[config.mk]
export PLATFORM = sky130hd
export DESIGN_NAME = pong_game_ctrl
export DESIGN_NICKNAME = d
export VERILOG_FILES = /design/src/rtl/pong_game_ctrl.sv
export SDC_FILE = /design/constraint.sdc
export NUM_CORES = 1
export LEC_CHECK = 0
export CAP_MARGIN = 20
export CORE_MARGIN = 2
export CORE_UTILIZATION = 40
export DETAILED_ROUTE_END_ITERATION = 8
export DONT_BUFFER_PORTS = 1
export GPL_TIMING_DRIVEN = 0
export PLACE_DENSITY = 0.62
export SLEW_MARGIN = 20
export SYNTH_ARGS = -nofsm -noshare
export SYNTH_HDL_FRONTEND = slang
export SYNTH_SLANG_ARGS = --single-unit
[constraint.sdc]
create_clock -name clk_pix -period 3.05 [get_ports clk_pix]
set_clock_uncertainty 0.15 [all_clocks]
set_input_delay 0.4575 -clock clk_pix [delete_from_list [all_inputs] [get_ports clk_pix]]
set_output_delay 0.4575 -clock clk_pix [all_outputs]
set_load 0.1 [all_outputs]
[src/rtl/pong_game_ctrl.sv]
// Pong match sequencer: start-button conditioning, serve countdown, point hold and win detection.
// Define PONG_PAUSE_EN to add a PAUSE state toggled by the start button during play.
module pong_game_ctrl #(
    parameter int WIN_SCORE       = 11,
    parameter int SERVE_FRAMES    = 60,
    parameter int POINT_FRAMES    = 90,
    parameter int DEBOUNCE_CYCLES = 65536
) (
    input  logic       clk_pix,
    input  logic       rst_n,
    input  logic       btn_start,
    input  logic       frame_tick,
    input  logic [6:0] score_left,
    input  logic [6:0] score_right,
    output logic       game_active,
    output logic       game_rst_n,
    output logic [2:0] state,
    output logic [1:0] countdown,
    output logic [1:0] winner,
    output logic       paused
);

    typedef enum logic [2:0] {
        IDLE  = 3'd0,
        CLEAR = 3'd1,
        SERVE = 3'd2,
        PLAY  = 3'd3,
        POINT = 3'd4,
        OVER  = 3'd5,
        PAUSE = 3'd6
    } state_t;

    localparam int                DB_W      = $clog2(DEBOUNCE_CYCLES);
    localparam logic [DB_W-1:0]   DB_LAST   = DB_W'(DEBOUNCE_CYCLES - 1);
    localparam logic [7:0]        SERVE_END = 8'(SERVE_FRAMES - 1);
    localparam logic [7:0]        POINT_END = 8'(POINT_FRAMES - 1);
    localparam logic [6:0]        WIN_VAL   = 7'(WIN_SCORE);

    state_t          state_q;
    state_t          state_d;
    logic            btn_meta;
    logic            btn_sync;
    logic [DB_W-1:0] db_cnt;
    logic            db_level;
    logic            press;
    logic [7:0]      frame_cnt;
    logic [6:0]      hist_left;
    logic [6:0]      hist_right;
    logic            score_changed;
    logic            left_win;
    logic            right_win;
    logic            serve_step;
    logic            point_done;

    // Button idles high, so the synchroniser resets to 1 to avoid a false edge.
    always_ff @(posedge clk_pix or negedge rst_n) begin
        if (!rst_n) begin
            btn_meta <= 1'b1;
            btn_sync <= 1'b1;
        end else begin
            btn_meta <= btn_start;
            btn_sync <= btn_meta;
        end
    end

    always_ff @(posedge clk_pix or negedge rst_n) begin
        if (!rst_n) begin
            db_cnt   <= '0;
            db_level <= 1'b1;
            press    <= 1'b0;
        end else begin
            press <= 1'b0;
            if (btn_sync == db_level) begin
                db_cnt <= '0;
            end else if (db_cnt == DB_LAST) begin
                db_cnt   <= '0;
                db_level <= btn_sync;
                press    <= ~btn_sync;
            end else begin
                db_cnt <= db_cnt + DB_W'(1);
            end
        end
    end

    assign score_changed = (score_left != hist_left) || (score_right != hist_right);
    assign left_win      = (score_left >= WIN_VAL);
    assign right_win     = (score_right >= WIN_VAL);
    assign serve_step    = frame_tick && (frame_cnt == SERVE_END);
    assign point_done    = frame_tick && (frame_cnt == POINT_END);

    // A score change in PLAY is checked before the button so it always wins.
    always_comb begin
        state_d = state_q;
        case (state_q)
            IDLE:  if (press) state_d = CLEAR;
            CLEAR: state_d = SERVE;
            SERVE: if (serve_step && (countdown == 2'd1)) state_d = PLAY;
            PLAY: begin
                if (score_changed) begin
                    state_d = (left_win || right_win) ? OVER : POINT;
                end
`ifdef PONG_PAUSE_EN
                else if (press) begin
                    state_d = PAUSE;
                end
`endif
            end
            POINT: if (point_done) state_d = SERVE;
            OVER:  if (press) state_d = CLEAR;
`ifdef PONG_PAUSE_EN
            PAUSE: if (press) state_d = PLAY;
`endif
            default: state_d = IDLE;
        endcase
    end

    always_ff @(posedge clk_pix or negedge rst_n) begin
        if (!rst_n) begin
            state_q     <= IDLE;
            game_active <= 1'b0;
            game_rst_n  <= 1'b1;
        end else begin
            state_q     <= state_d;
            game_active <= (state_d == PLAY);
            game_rst_n  <= (state_d != CLEAR);
        end
    end

    always_ff @(posedge clk_pix or negedge rst_n) begin
        if (!rst_n) begin
            hist_left  <= '0;
            hist_right <= '0;
        end else if (state_q == CLEAR) begin
            hist_left  <= '0;
            hist_right <= '0;
        end else begin
            hist_left  <= score_left;
            hist_right <= score_right;
        end
    end

    // Frame counter restarts on any state change and wraps after each countdown step.
    always_ff @(posedge clk_pix or negedge rst_n) begin
        if (!rst_n) begin
            frame_cnt <= '0;
        end else if (state_d != state_q) begin
            frame_cnt <= '0;
        end else if (frame_tick && ((state_q == SERVE) || (state_q == POINT))) begin
            if ((state_q == SERVE) && serve_step) begin
                frame_cnt <= '0;
            end else begin
                frame_cnt <= frame_cnt + 8'd1;
            end
        end
    end

    always_ff @(posedge clk_pix or negedge rst_n) begin
        if (!rst_n) begin
            countdown <= 2'd0;
        end else if (state_d == CLEAR) begin
            countdown <= 2'd3;
        end else if ((state_q == SERVE) && serve_step) begin
            countdown <= countdown - 2'd1;
        end else if ((state_q == POINT) && (state_d == SERVE)) begin
            countdown <= 2'd3;
        end
    end

    always_ff @(posedge clk_pix or negedge rst_n) begin
        if (!rst_n) begin
            winner <= 2'b00;
        end else if (state_d == CLEAR) begin
            winner <= 2'b00;
        end else if ((state_q == PLAY) && (state_d == OVER)) begin
            winner <= {right_win, left_win};
        end
    end

`ifdef PONG_PAUSE_EN
    always_ff @(posedge clk_pix or negedge rst_n) begin
        if (!rst_n) begin
            paused <= 1'b0;
        end else begin
            paused <= (state_d == PAUSE);
        end
    end
`else
    assign paused = 1'b0;
`endif

    assign state = state_q;

endmodule

==> impl_metrics.toml <==
[outcome]
outcome = "complete, no violations"

[timing]
rsz0062_at_grt = "false"
fin_crit_sh_pct = 88.65
clock.fmax_ghz = 0.3699
setup_ws_ps = 346.3
worstMarginPinSlew_ps = 997.3
tns_ps = 0
period_needed_ps = 2704
timing.slew.headroom_pct = 33.51
finalMaxSlewViolations = 0
finalHoldViolCount = 0
setup_viol = 0

[route]
drc = 0
dr.pass1.iters = 4
wire_per_inst_um = 13.64
drt_iter0_drc = 83
num_vias = 1631
antenna_left = 0
wl_mm = 4.475
vias_per_cell = 4.973

[placement]
dpl_worst_slack_ps = 343.1
place.gp.congestion = 0.8127
placedCellCount = 317
io_buffers = 0
dpl.hpwl_mm = 3.202

[yosys]
synth_ff_type = "dfrtp_1"
synth_edf_count = 0
syn_area_per_cell_um2 = 10.65
async_flop_share_pct = 100.0
seq_area_frac_synth_pct = 50.12
synth_area_um2 = 2556
synth_seq_cells = 51
ys_warn_count = 0
synth_cell_types = 48
synthCells = 240
synth_fp_nets = 262

[final_layout]
drive_gt1_share_pct = 13.94
fill_cells = 616
areaGrowthSynthToFinish_pct = 9.789
instances_no_fill = 328
num_antenna_cells = 0
final_util_pct = 44.71
final_nets = 272

[clocking]
cts_buffer_depth = 2
clk_pin_slew_ps = 90
cts_setup_buffers = 0
ctsHoldBuffers = 3
clock-sinks = 51
clk_latency_ps = 300
htree_num_levels = 2
cts_buffers = 5
cts_resized = 0
cts_tree = "done"
root_buffer = "clkbuf_8"

[global_routing]
grt_usage_pct = 13.93
antenna_found_initial = 0
grt_pass1_wl_mm = 7.734
grt_max_degree = 52
grt_pass1_vias = 1658
grt_overflow_total = 0

[die]
start_util_pct = 40.72
core_um2 = 6277
io_pins = 28
rows = 29
dieArea_um2 = 7046
die_y_um = 83.94
die_width_um = 83.94

[power_and_ir_drop]
peakVddDrop_v = 0.0001833
powerDensity_nw_per_um2 = 439.4
leakagePower_nw = 1.208

[critical_path]
critPathCaptureType = "flip-flop"
crit_required_ps = 3070
critPathKind = "flip-flop to flip-flop"
start_kind = "flip-flop"
reg2reg_slack_ps = 350
cp.arrival_ps = 2730
critPathMaxFanout = 10

[hold_path]
hold_class = "primary input to flip-flop"

[job]
max-cap-violations = 0
## metal layers
metal | up-vias | track usage [%] | part of all wire (%)
met1 | 781 | 17.89 | 48
li1 | 829 | - | -
met3 | 5 | 4.253 | 2.9
met2 | 16 | 21.82 | 47
met5 | - | 0 | 0
met4 | 0 | 5.865 | 1.7
## cell usage in the layout (no fill, tap or decap), drive strengths merged, types with 4 or more instances in the layout
cell type,synthesis,final
dfstp,4,4
nor4,4,4
ha,4,4
clkbuf,1,8
nand3,13,13
a21oi,6,6
xor2,24,24
dfrtp,47,47
nor2,32,32
o21ai,5,5
nor3,9,9
buf,6,7
nand4,4,4
xnor2,11,11
nor2b,15,15
nand2,13,13
inv,7,7
## synth_stat cells (all sizes together), types with 5 or more instances
library cell	count	area, um^2
nor3	9	60.06
o21ai	5	25.02
nand3	13	75.07
nor2b	15	93.84
xnor2	11	96.34
nand2	13	51.30
xor2	24	210.2
inv	7	26.28
dfrtp	47	1176
buf	6	38.79
a21oi	6	30.03
nor2	32	122.6
## path summary, 6_finish.rpt
path / endpoint / depth (start not counted) / start
min in group asynchronous: hist_left[0]$_DFF_PN0_ / 2 / rst_n
max: hist_left[1]$_DFF_PN0_ / 4 / state[0]$_DFF_PN0_
max in group asynchronous: db_level$_DFFE_PN1P_ / 2 / rst_n
min reg2reg: btn_sync$_DFF_PN1_ / 0 / btn_meta$_DFF_PN1_
max reg2reg: hist_left[1]$_DFF_PN0_ / 4 / state[0]$_DFF_PN0_
min: hist_right[5]$_DFF_PN0_ / 1 / score_right[5]
## cells by family (layout without fill, tap and decap cells)
| group | Yosys count | in the layout | share of synthesized area, % |
|---|---|---|---|
| compound gates | 23 | 23 | 7.831 |
| xor+xnor | 35 | 35 | 11.99 |
| fa+ha+maj | 4 | 4 | 1.958 |
| buf+inv | 14 | 25 | 2.692 |
| flops | 51 | 51 | 50.12 |
| mux | 1 | 1 | 0.5872 |
| other cells | 1 | 1 | 0.1467 |
| simple gates | 111 | 111 | 24.67 |
## metrics by stage
stage	power, mW	hold slack (ps)	area [um^2]
final	1.233	134.8	2806
after global placement	0.7687	13.54	2653
after detailed placement	0.7692	13.74	2653
after global routing	1.295	108.1	2806
after CTS	1.260	120.0	2806
after floorplan	0.7613	11.91	2556
## registers in the layout (all words and copies together), names as in the netlist
signal	cells
db_cnt	16
frame_cnt	8
hist_left	7
hist_right	7
state	3
countdown	2
winner	2
btn_meta	1
btn_sync	1
db_level	1
game_active	1
game_rst_n	1
press	1
## cell type report
class,count,area [um^2],share of cell area (%)
buffer,7,42.54,1.516
clock buffer,7,76.32,2.720
clock inverter,1,30.03,1.070
inverter,7,26.28,0.9362
multi-input combinational,175,1206,42.98
sequential,51,1281,45.65
tap,77,96.34,3.433
timing repair buffer,3,47.55,1.694
## power breakdown
part	internal (mW)	switching [mW]
logic	0.0298	0.0371
registers	0.692	0.0157
clock network	0.246	0.213
## worst max-delay path: stages, from the launching register on
cell and delay [ps]:
dfrtp_1 1010, buf_2 350, nor3b_1 540, clkbuf_1 430, nor2b_1 100
Power figures use the tool's default switching activity.
